## config.mk

```make
export PLATFORM = sky130hd
export DESIGN_NAME = alu_exec_unit
export DESIGN_NICKNAME = d
export VERILOG_FILES = /design/src/rtl/alu_exec_unit_pkg.sv /design/src/rtl/alu_exec_unit_shift_iter.sv /design/src/rtl/alu_exec_unit.sv
export SDC_FILE = /design/constraint.sdc
export NUM_CORES = 1
export LEC_CHECK = 0
export BUFFER_PORTS_ARGS = -buffer_cell sky130_fd_sc_hd__buf_2
export CORE_MARGIN = 1
export CORE_UTILIZATION = 54
export DETAILED_ROUTE_END_ITERATION = 7
export PLACE_DENSITY = 0.81
export SLEW_MARGIN = 20
export SYNTH_ARGS = -nofsm -noshare
export SYNTH_HDL_FRONTEND = slang
export SYNTH_HIERARCHICAL = 1
export SYNTH_SLANG_ARGS = --single-unit
```

## constraint.sdc

```tcl
create_clock -name clk -period 8.1 [get_ports clk]
set_clock_uncertainty 0.05 [all_clocks]
set_input_delay 1.215 -clock clk [delete_from_list [all_inputs] [get_ports clk]]
set_output_delay 1.215 -clock clk [all_outputs]
set_load 0.01 [all_outputs]
```

## src/rtl/alu_exec_unit_pkg.sv

```systemverilog
// ---------------------------------------------------------------------------
// alu_exec_unit_pkg
// Shared definitions for the EX-stage ALU executor:
//   - ALU_* control codes (same encoding as produced by the ALU control unit)
//   - datapath / control-code / shift-amount widths
//   - executor FSM state encoding
//   - is_shift_op(): identifies the ops routed through the iterative shifter
// ---------------------------------------------------------------------------
package alu_exec_unit_pkg;

    localparam int ALU_WIDTH = 32;
    localparam int ALU_OPW   = 5;
    localparam int SHAMT_W   = 5;

    localparam logic [4:0] ALU_Add     = 5'd0;
    localparam logic [4:0] ALU_Addu    = 5'd1;
    localparam logic [4:0] ALU_Sub     = 5'd2;
    localparam logic [4:0] ALU_Subu    = 5'd3;
    localparam logic [4:0] ALU_And     = 5'd4;
    localparam logic [4:0] ALU_Or      = 5'd5;
    localparam logic [4:0] ALU_Xor     = 5'd6;
    localparam logic [4:0] ALU_Nor     = 5'd7;
    localparam logic [4:0] ALU_Slt     = 5'd8;
    localparam logic [4:0] ALU_Sltu    = 5'd9;
    localparam logic [4:0] ALU_Lui     = 5'd10;
    localparam logic [4:0] ALU_Le      = 5'd11;
    localparam logic [4:0] ALU_Gt      = 5'd12;
    localparam logic [4:0] ALU_Ge      = 5'd13;
    localparam logic [4:0] ALU_Jr      = 5'd14;
    localparam logic [4:0] ALU_Jalr    = 5'd15;
    localparam logic [4:0] ALU_Sll     = 5'd16;
    localparam logic [4:0] ALU_Srl     = 5'd17;
    localparam logic [4:0] ALU_Sra     = 5'd18;
    localparam logic [4:0] ALU_Invalid = 5'd31;

    typedef enum logic [1:0] {
        ST_IDLE  = 2'd0,
        ST_SHIFT = 2'd1,
        ST_DONE  = 2'd2
    } alu_state_e;

    // True for the three shift ops that use the iterative shifter.
    function automatic logic is_shift_op(input logic [4:0] op);
        logic r;
        case (op)
            ALU_Sll, ALU_Srl, ALU_Sra: r = 1'b1;
            default:                   r = 1'b0;
        endcase
        return r;
    endfunction

endpackage

```

## src/rtl/alu_exec_unit_shift_iter.sv

```systemverilog
// ---------------------------------------------------------------------------
// alu_shift_iter
// Iterative 1-bit-per-cycle shifter used by alu_exec_unit.
//   clk, rst      clock, synchronous active-high reset
//   clr           synchronous abort (drops the working value and count)
//   load          capture load_value / load_count / dir / arith
//   dir           0 = shift left, 1 = shift right
//   arith         right shifts replicate the sign bit when set
//   load_value    initial working value
//   load_count    number of 1-bit steps to perform
//   busy          steps still outstanding
//   done          the step performed this cycle is the last one
//   value         working value after this cycle's step
// ---------------------------------------------------------------------------
module alu_shift_iter
    import alu_exec_unit_pkg::*;
#(
    parameter int WIDTH = ALU_WIDTH
) (
    input  logic               clk,
    input  logic               rst,
    input  logic               clr,
    input  logic               load,
    input  logic               dir,
    input  logic               arith,
    input  logic [WIDTH-1:0]   load_value,
    input  logic [SHAMT_W-1:0] load_count,
    output logic               busy,
    output logic               done,
    output logic [WIDTH-1:0]   value
);

    logic [WIDTH-1:0]   value_r;
    logic [SHAMT_W-1:0] count_r;
    logic               dir_r;
    logic               arith_r;
    logic [WIDTH-1:0]   step_s;

    // One-bit step of the working register in the latched direction.
    always_comb begin
        step_s = value_r;
        if (dir_r) begin
            step_s = {(arith_r & value_r[WIDTH-1]), value_r[WIDTH-1:1]};
        end else begin
            step_s = {value_r[WIDTH-2:0], 1'b0};
        end
    end

    // Working register and step counter.
    always_ff @(posedge clk) begin
        if (rst || clr) begin
            value_r <= {WIDTH{1'b0}};
            count_r <= {SHAMT_W{1'b0}};
            dir_r   <= 1'b0;
            arith_r <= 1'b0;
        end else if (load) begin
            value_r <= load_value;
            count_r <= load_count;
            dir_r   <= dir;
            arith_r <= arith;
        end else if (count_r != {SHAMT_W{1'b0}}) begin
            value_r <= step_s;
            count_r <= count_r - {{(SHAMT_W-1){1'b0}}, 1'b1};
        end else begin
            value_r <= value_r;
            count_r <= count_r;
        end
    end

    assign busy  = (count_r != {SHAMT_W{1'b0}});
    assign done  = (count_r == {{(SHAMT_W-1){1'b0}}, 1'b1});
    assign value = step_s;

endmodule

```

## src/rtl/alu_exec_unit.sv

```systemverilog
// ---------------------------------------------------------------------------
// alu_exec_unit
// Multi-cycle EX-stage ALU executor with valid/ready handshakes.
// Single-cycle ops return one cycle after accept; shifts by n>0 step one bit
// per cycle through alu_shift_iter and return n+1 cycles after accept.
//   clk, rst        clock, synchronous active-high reset
//   flush           synchronous abort of any in-flight or held op
//   in_valid/ready  input handshake (op, opa, opb, shamt sampled at accept)
//   out_valid/ready output handshake (result and flags held while stalled)
//   result          operation result
//   zero            result == 0
//   ovf_exc         signed overflow on ALU_Add / ALU_Sub
//   ri_exc          ALU_Invalid or unknown control code
// ---------------------------------------------------------------------------
module alu_exec_unit
    import alu_exec_unit_pkg::*;
#(
    parameter int WIDTH = ALU_WIDTH,
    parameter int OPW   = ALU_OPW
) (
    input  logic               clk,
    input  logic               rst,
    input  logic               flush,
    input  logic               in_valid,
    output logic               in_ready,
    input  logic [OPW-1:0]     op,
    input  logic [WIDTH-1:0]   opa,
    input  logic [WIDTH-1:0]   opb,
    input  logic [SHAMT_W-1:0] shamt,
    output logic               out_valid,
    input  logic               out_ready,
    output logic [WIDTH-1:0]   result,
    output logic               zero,
    output logic               ovf_exc,
    output logic               ri_exc
);

    alu_state_e       state_r;
    alu_state_e       state_nx_s;

    logic             in_ready_s;
    logic             accept_s;
    logic             start_shift_s;
    logic             shift_load_s;
    logic             shift_dir_s;
    logic             shift_arith_s;
    logic             shift_busy_s;
    logic             shift_done_s;
    logic [WIDTH-1:0] shift_val_s;

    logic [WIDTH-1:0] sum_s;
    logic [WIDTH-1:0] diff_s;
    logic [WIDTH-1:0] alu_res_s;
    logic             alu_ovf_s;
    logic             alu_ri_s;

    logic [WIDTH-1:0] result_r;
    logic             zero_r;
    logic             ovf_r;
    logic             ri_r;
    logic             out_valid_r;

    assign in_ready_s    = (state_r == ST_IDLE) || ((state_r == ST_DONE) && out_ready);
    // A flush cycle never accepts, even if the unit would otherwise be ready.
    assign accept_s      = in_valid && in_ready_s && !flush;
    assign start_shift_s = is_shift_op(op) && (shamt != {SHAMT_W{1'b0}});
    assign shift_load_s  = accept_s && start_shift_s;
    assign sum_s         = opa + opb;
    assign diff_s        = opa - opb;

    // Single-cycle operation results; a zero-distance shift passes opb through.
    always_comb begin
        alu_res_s = {WIDTH{1'b0}};
        alu_ovf_s = 1'b0;
        alu_ri_s  = 1'b0;
        case (op)
            ALU_Add: begin
                alu_res_s = sum_s;
                alu_ovf_s = (opa[WIDTH-1] == opb[WIDTH-1]) && (sum_s[WIDTH-1] != opa[WIDTH-1]);
            end
            ALU_Addu: alu_res_s = sum_s;
            ALU_Sub: begin
                alu_res_s = diff_s;
                alu_ovf_s = (opa[WIDTH-1] != opb[WIDTH-1]) && (diff_s[WIDTH-1] != opa[WIDTH-1]);
            end
            ALU_Subu: alu_res_s = diff_s;
            ALU_And:  alu_res_s = opa & opb;
            ALU_Or:   alu_res_s = opa | opb;
            ALU_Xor:  alu_res_s = opa ^ opb;
            ALU_Nor:  alu_res_s = ~(opa | opb);
            ALU_Slt:  alu_res_s = {{(WIDTH-1){1'b0}}, ($signed(opa) < $signed(opb))};
            ALU_Sltu: alu_res_s = {{(WIDTH-1){1'b0}}, (opa < opb)};
            ALU_Lui:  alu_res_s = {opb[15:0], {(WIDTH-16){1'b0}}};
            ALU_Le:   alu_res_s = {{(WIDTH-1){1'b0}}, (opa[WIDTH-1] || (opa == {WIDTH{1'b0}}))};
            ALU_Gt:   alu_res_s = {{(WIDTH-1){1'b0}}, (!opa[WIDTH-1] && (opa != {WIDTH{1'b0}}))};
            ALU_Ge:   alu_res_s = {{(WIDTH-1){1'b0}}, !opa[WIDTH-1]};
            ALU_Jr, ALU_Jalr:          alu_res_s = opa;
            ALU_Sll, ALU_Srl, ALU_Sra: alu_res_s = opb;
            default: begin
                alu_res_s = {WIDTH{1'b0}};
                alu_ri_s  = 1'b1;
            end
        endcase
    end

    // Shift direction and fill mode for the iterative shifter.
    always_comb begin
        shift_dir_s   = 1'b0;
        shift_arith_s = 1'b0;
        if ((op == ALU_Srl) || (op == ALU_Sra)) begin
            shift_dir_s   = 1'b1;
            shift_arith_s = (op == ALU_Sra);
        end else begin
            shift_dir_s   = 1'b0;
            shift_arith_s = 1'b0;
        end
    end

    alu_shift_iter #(
        .WIDTH(WIDTH)
    ) u_shift (
        .clk        (clk),
        .rst        (rst),
        .clr        (flush),
        .load       (shift_load_s),
        .dir        (shift_dir_s),
        .arith      (shift_arith_s),
        .load_value (opb),
        .load_count (shamt),
        .busy       (shift_busy_s),
        .done       (shift_done_s),
        .value      (shift_val_s)
    );

    // Next-state logic; flush overrides every transition.
    always_comb begin
        state_nx_s = state_r;
        case (state_r)
            ST_IDLE: begin
                if (accept_s) begin
                    state_nx_s = start_shift_s ? ST_SHIFT : ST_DONE;
                end else begin
                    state_nx_s = ST_IDLE;
                end
            end
            ST_SHIFT: begin
                if (shift_done_s) begin
                    state_nx_s = ST_DONE;
                end else if (shift_busy_s) begin
                    state_nx_s = ST_SHIFT;
                end else begin
                    state_nx_s = ST_IDLE;
                end
            end
            ST_DONE: begin
                if (!out_ready) begin
                    state_nx_s = ST_DONE;
                end else if (accept_s) begin
                    state_nx_s = start_shift_s ? ST_SHIFT : ST_DONE;
                end else begin
                    state_nx_s = ST_IDLE;
                end
            end
            default: state_nx_s = ST_IDLE;
        endcase
        if (flush) begin
            state_nx_s = ST_IDLE;
        end else begin
            state_nx_s = state_nx_s;
        end
    end

    // FSM state register.
    always_ff @(posedge clk) begin
        if (rst) begin
            state_r <= ST_IDLE;
        end else begin
            state_r <= state_nx_s;
        end
    end

    // Result/flag registers: captured at accept or on the last shift step.
    always_ff @(posedge clk) begin
        if (rst || flush) begin
            out_valid_r <= 1'b0;
            result_r    <= {WIDTH{1'b0}};
            zero_r      <= 1'b0;
            ovf_r       <= 1'b0;
            ri_r        <= 1'b0;
        end else begin
            out_valid_r <= (state_nx_s == ST_DONE);
            if (accept_s && !start_shift_s) begin
                result_r <= alu_res_s;
                zero_r   <= (alu_res_s == {WIDTH{1'b0}});
                ovf_r    <= alu_ovf_s;
                ri_r     <= alu_ri_s;
            end else if ((state_r == ST_SHIFT) && shift_done_s) begin
                result_r <= shift_val_s;
                zero_r   <= (shift_val_s == {WIDTH{1'b0}});
                ovf_r    <= 1'b0;
                ri_r     <= 1'b0;
            end else begin
                result_r <= result_r;
                zero_r   <= zero_r;
                ovf_r    <= ovf_r;
                ri_r     <= ri_r;
            end
        end
    end

    assign in_ready  = in_ready_s;
    assign out_valid = out_valid_r;
    assign result    = result_r;
    assign zero      = zero_r;
    assign ovf_exc   = ovf_r;
    assign ri_exc    = ri_r;

endmodule

```

==> results.ini <==
[setup_path]
reg2reg_depth = 5
end_kind = flip-flop
crit_chain = buf_4, inv_2, and2_1, buf_4, nand2_1, nand3_1, nor4_1, nand4_1, a2111oi_0, nand4_1, nor4_2, nand4_1, o41ai_2
worstReg2RegEnd = result[13]$_SDFFE_PP0P_
worstPathRequired_ns = 8.29
slowest_stage = nor4_1
critPathArrivalTime_ns = 4.92
r2r_start = state_r[0]$_SDFF_PP0_
cp_max_fo = 32
crit_path_start_kind = input pin
cp_common_cell = nand4_1
r2r_slack_ns = 5.26
crit_type = input pin to flip-flop
cp_slowest_stage_delay_ns = 0.49

[sta]
layout_min_cycle_time_ns = 4.73
setup_tns_ns = 0
max_freq_mhz = 211
tightest_slew_ns = 1.08
drv_slew = 0
finalSetupViolations = 0
rsz0062_at_grt = no
min_period_over_period_pct = 58.4
slew_headroom_pct = 28.0
hold_violations = 0

[clock_tree]
htree_levels = 3
cts_sinks = 77
cts_resized = 0
cts_setup_buffers = 0
clock_tree.root_cell = clkbuf_16
clk_path_buf_depth = 2
cts_buffers = 9
cts_tree = yes
clk_pin_slew_ns = 0.06
clk-insertion-delay-late_ns = 0.33
hold_buffers = 0

[synth]
synth_mux_area_share_pct = 7.12
synth_top_cell_area_share_pct = 15.1
yosys.area.top_type = dfxtp_1
syn_nets = 1545
synth_common_cells = 139 x nand2_1, 105 x ha_1, 102 x inv_1, 95 x nor2_1, 91 x a21oi_1
syn_inst = 1359
synth_edf_count = 0
avgSynthCellArea_um2 = 7.52
synth_top_family_by_area = compound AO/OA/AOI/OAI gates
ys_seq_elements = 77
synth_area_um2 = 10200
synthXorXnorAreaFrac_pct = 3.86
synth_area_leaders = dfxtp_1 15%, ha_1 13%, nand2_1 5.1%
synth-compound-area-share_pct = 30.6
ys.warnings.count = 6
synthSimpleGateAreaFrac_pct = 20.7
synth_adder_area_share_pct = 13.2
yosysMostFrequentCell = nand2_1
async_flop_share_pct = 0
synth_cell_types = 104
synth_ff_type = dfxtp_1
ys_seq_area_share_pct = 15.1

[route]
drc = 0
dr.first_iter.drc_count = 1689
viasPerCell = 6.95
drtAntennaViolNets = 0
firstDrtPassIters = 7
vias = 11400
drt-total-wl_mm = 39.8
avgRoutedWirePerCell_um = 24.2

[worst_hold_path]
min_path_type = flip-flop to flip-flop
hold_end = state_r[0]$_SDFF_PP0_
hp-start = state_r[1]$_SDFF_PP0_
worstHoldPathCells = 1

[flow_run]
max_cap_viol_count = 0

[pwr]
peakVddDrop_uv = 164
leakagePower_nw = 4.60
power.density_nw_per_um2 = 140

[finish]
antenna_cells = 0
stdcell_count = 1641
areaGrowthSynthToFinish_pct = 7.54
fill_cells = 1731
layout-drive-gt1-share_pct = 15.9
nets = 1593

[placed_design]
hpwlAfterDp_mm = 30.2
gp_congestion = 1.00
dp_cells = 1625
port_buffers = 115

[die]
core_area_um2 = 18300
die_h_um = 140
fp.dieArea_um2 = 19500
rows = 49
die_x_um = 140
start_util_pct = 56.0
boundaryPins = 116

[global_route]
grt_pass1_wl_mm = 60.5
grt_pass1_vias = 10500
antenna_found_initial = 0
grt_max_degree = 56
overflow = 0
grt.total_usage_pct = 40.0

[run_status]
outcome = finished, final reports clean

power breakdown:
part | leakage, nW | total [mW] | internal (mW) | switching [mW]
Clock | 0.142 | 0.405 | 0.248 | 0.158
Combinational | 3.84 | 0.729 | 0.262 | 0.467
Sequential | 0.622 | 0.402 | 0.391 | 0.0107
flip-flops by register name (all words and copies together), names as in the netlist:
signal and count:
result 32, u_shift/value_r 32, u_shift/count_r 5, state_r 2, out_valid 1, ovf_exc 1
ri_exc 1, u_shift/arith_r 1, u_shift/dir_r 1, zero 1
logic make-up after synthesis:
| group | count (synthesis) |
|---|---|
| adders and majority gates | 107 |
| xor gates and xnor gates | 45 |
| AOI/OAI and AO/OA | 434 |
| DFF | 77 |
| and+or+nand+nor | 425 |
| muxes | 69 |
| buffers and inverters | 202 |
layer usage:
metal	track usage [%]	part of all wire (%)	vias to the layer above
met5	0	0	-
met4	19.5	5.2	0
met3	7.40	11	117
met2	61.9	43	714
met1	53.4	40	5426
li1	-	-	5150
critical path: cells and delay by family:
family	cells	cell delay [ns]
AO/OA/AOI/OAI	2	0.62
AND/OR/NAND/NOR	8	1.94
buffers and inverters	3	1.06
area by class of cell:
| cell class | count | area, um^2 | area share, % |
|---|---|---|---|
| Clock buffer | 11 | 243 | 2.21 |
| Clock inverter | 5 | 58.8 | 0.535 |
| Inverter | 108 | 408 | 3.71 |
| Multi-Input combinational cell | 1080 | 7760 | 70.6 |
| Sequential cell | 77 | 1540 | 14.0 |
| Tap cell | 229 | 287 | 2.61 |
| Timing Repair Buffer | 131 | 698 | 6.35 |
through the flow:
stage / utilization (%) / hold WS, ns / setup slack [ns] / cell area, um^2 / total power [mW]
after floorplan: - / 0.381 / 3.82 / 10200 / 0.952
after global placement: 58.5 / 0.405 / 3.13 / 10700 / 1.11
after detailed placement: 58.5 / 0.407 / 3.13 / 10700 / 1.11
after CTS: 60.2 / 0.412 / 3.47 / 11000 / 1.52
after global routing: 60.2 / 0.437 / 3.15 / 11000 / 1.60
final: 60.2 / 0.412 / 3.37 / 11000 / 1.54
how the worst max path moves through the flow:
stage	start	end	slack, ns	depth (start not counted)
floorplan	opa[0]	zero$_SDFFE_PP0P_	3.82	14
global placement	opb[0]	zero$_SDFFE_PP0P_	3.13	14
detailed placement	opb[0]	zero$_SDFFE_PP0P_	3.13	14
CTS	opb[0]	zero$_SDFFE_PP0P_	3.47	14
global route	op[1]	zero$_SDFFE_PP0P_	3.15	13
finish	op[1]	zero$_SDFFE_PP0P_	3.37	13
cell usage in the layout (no fill, tap or decap), drive strengths merged, types with 11 or more instances in the layout:
master | Yosys | layout
a22oi | 35 | 35
dfxtp | 77 | 77
a222oi | 26 | 26
o21ai | 82 | 82
nor2 | 95 | 95
buf | 40 | 131
and3 | 12 | 12
mux2 | 30 | 30
xor2 | 11 | 11
mux2i | 39 | 39
a21o | 13 | 13
inv | 108 | 109
and2 | 11 | 11
nand2 | 139 | 139
ha | 105 | 105
nor4 | 23 | 23
a211oi | 22 | 22
nor3 | 29 | 29
o31ai | 14 | 14
o211ai | 13 | 13
clkbuf | 54 | 11
xnor2 | 34 | 34
a221oi | 18 | 18
nand3 | 34 | 34
a31oi | 13 | 13
a21oi | 96 | 96
nand4 | 21 | 21
Power figures use the tool's default switching activity.
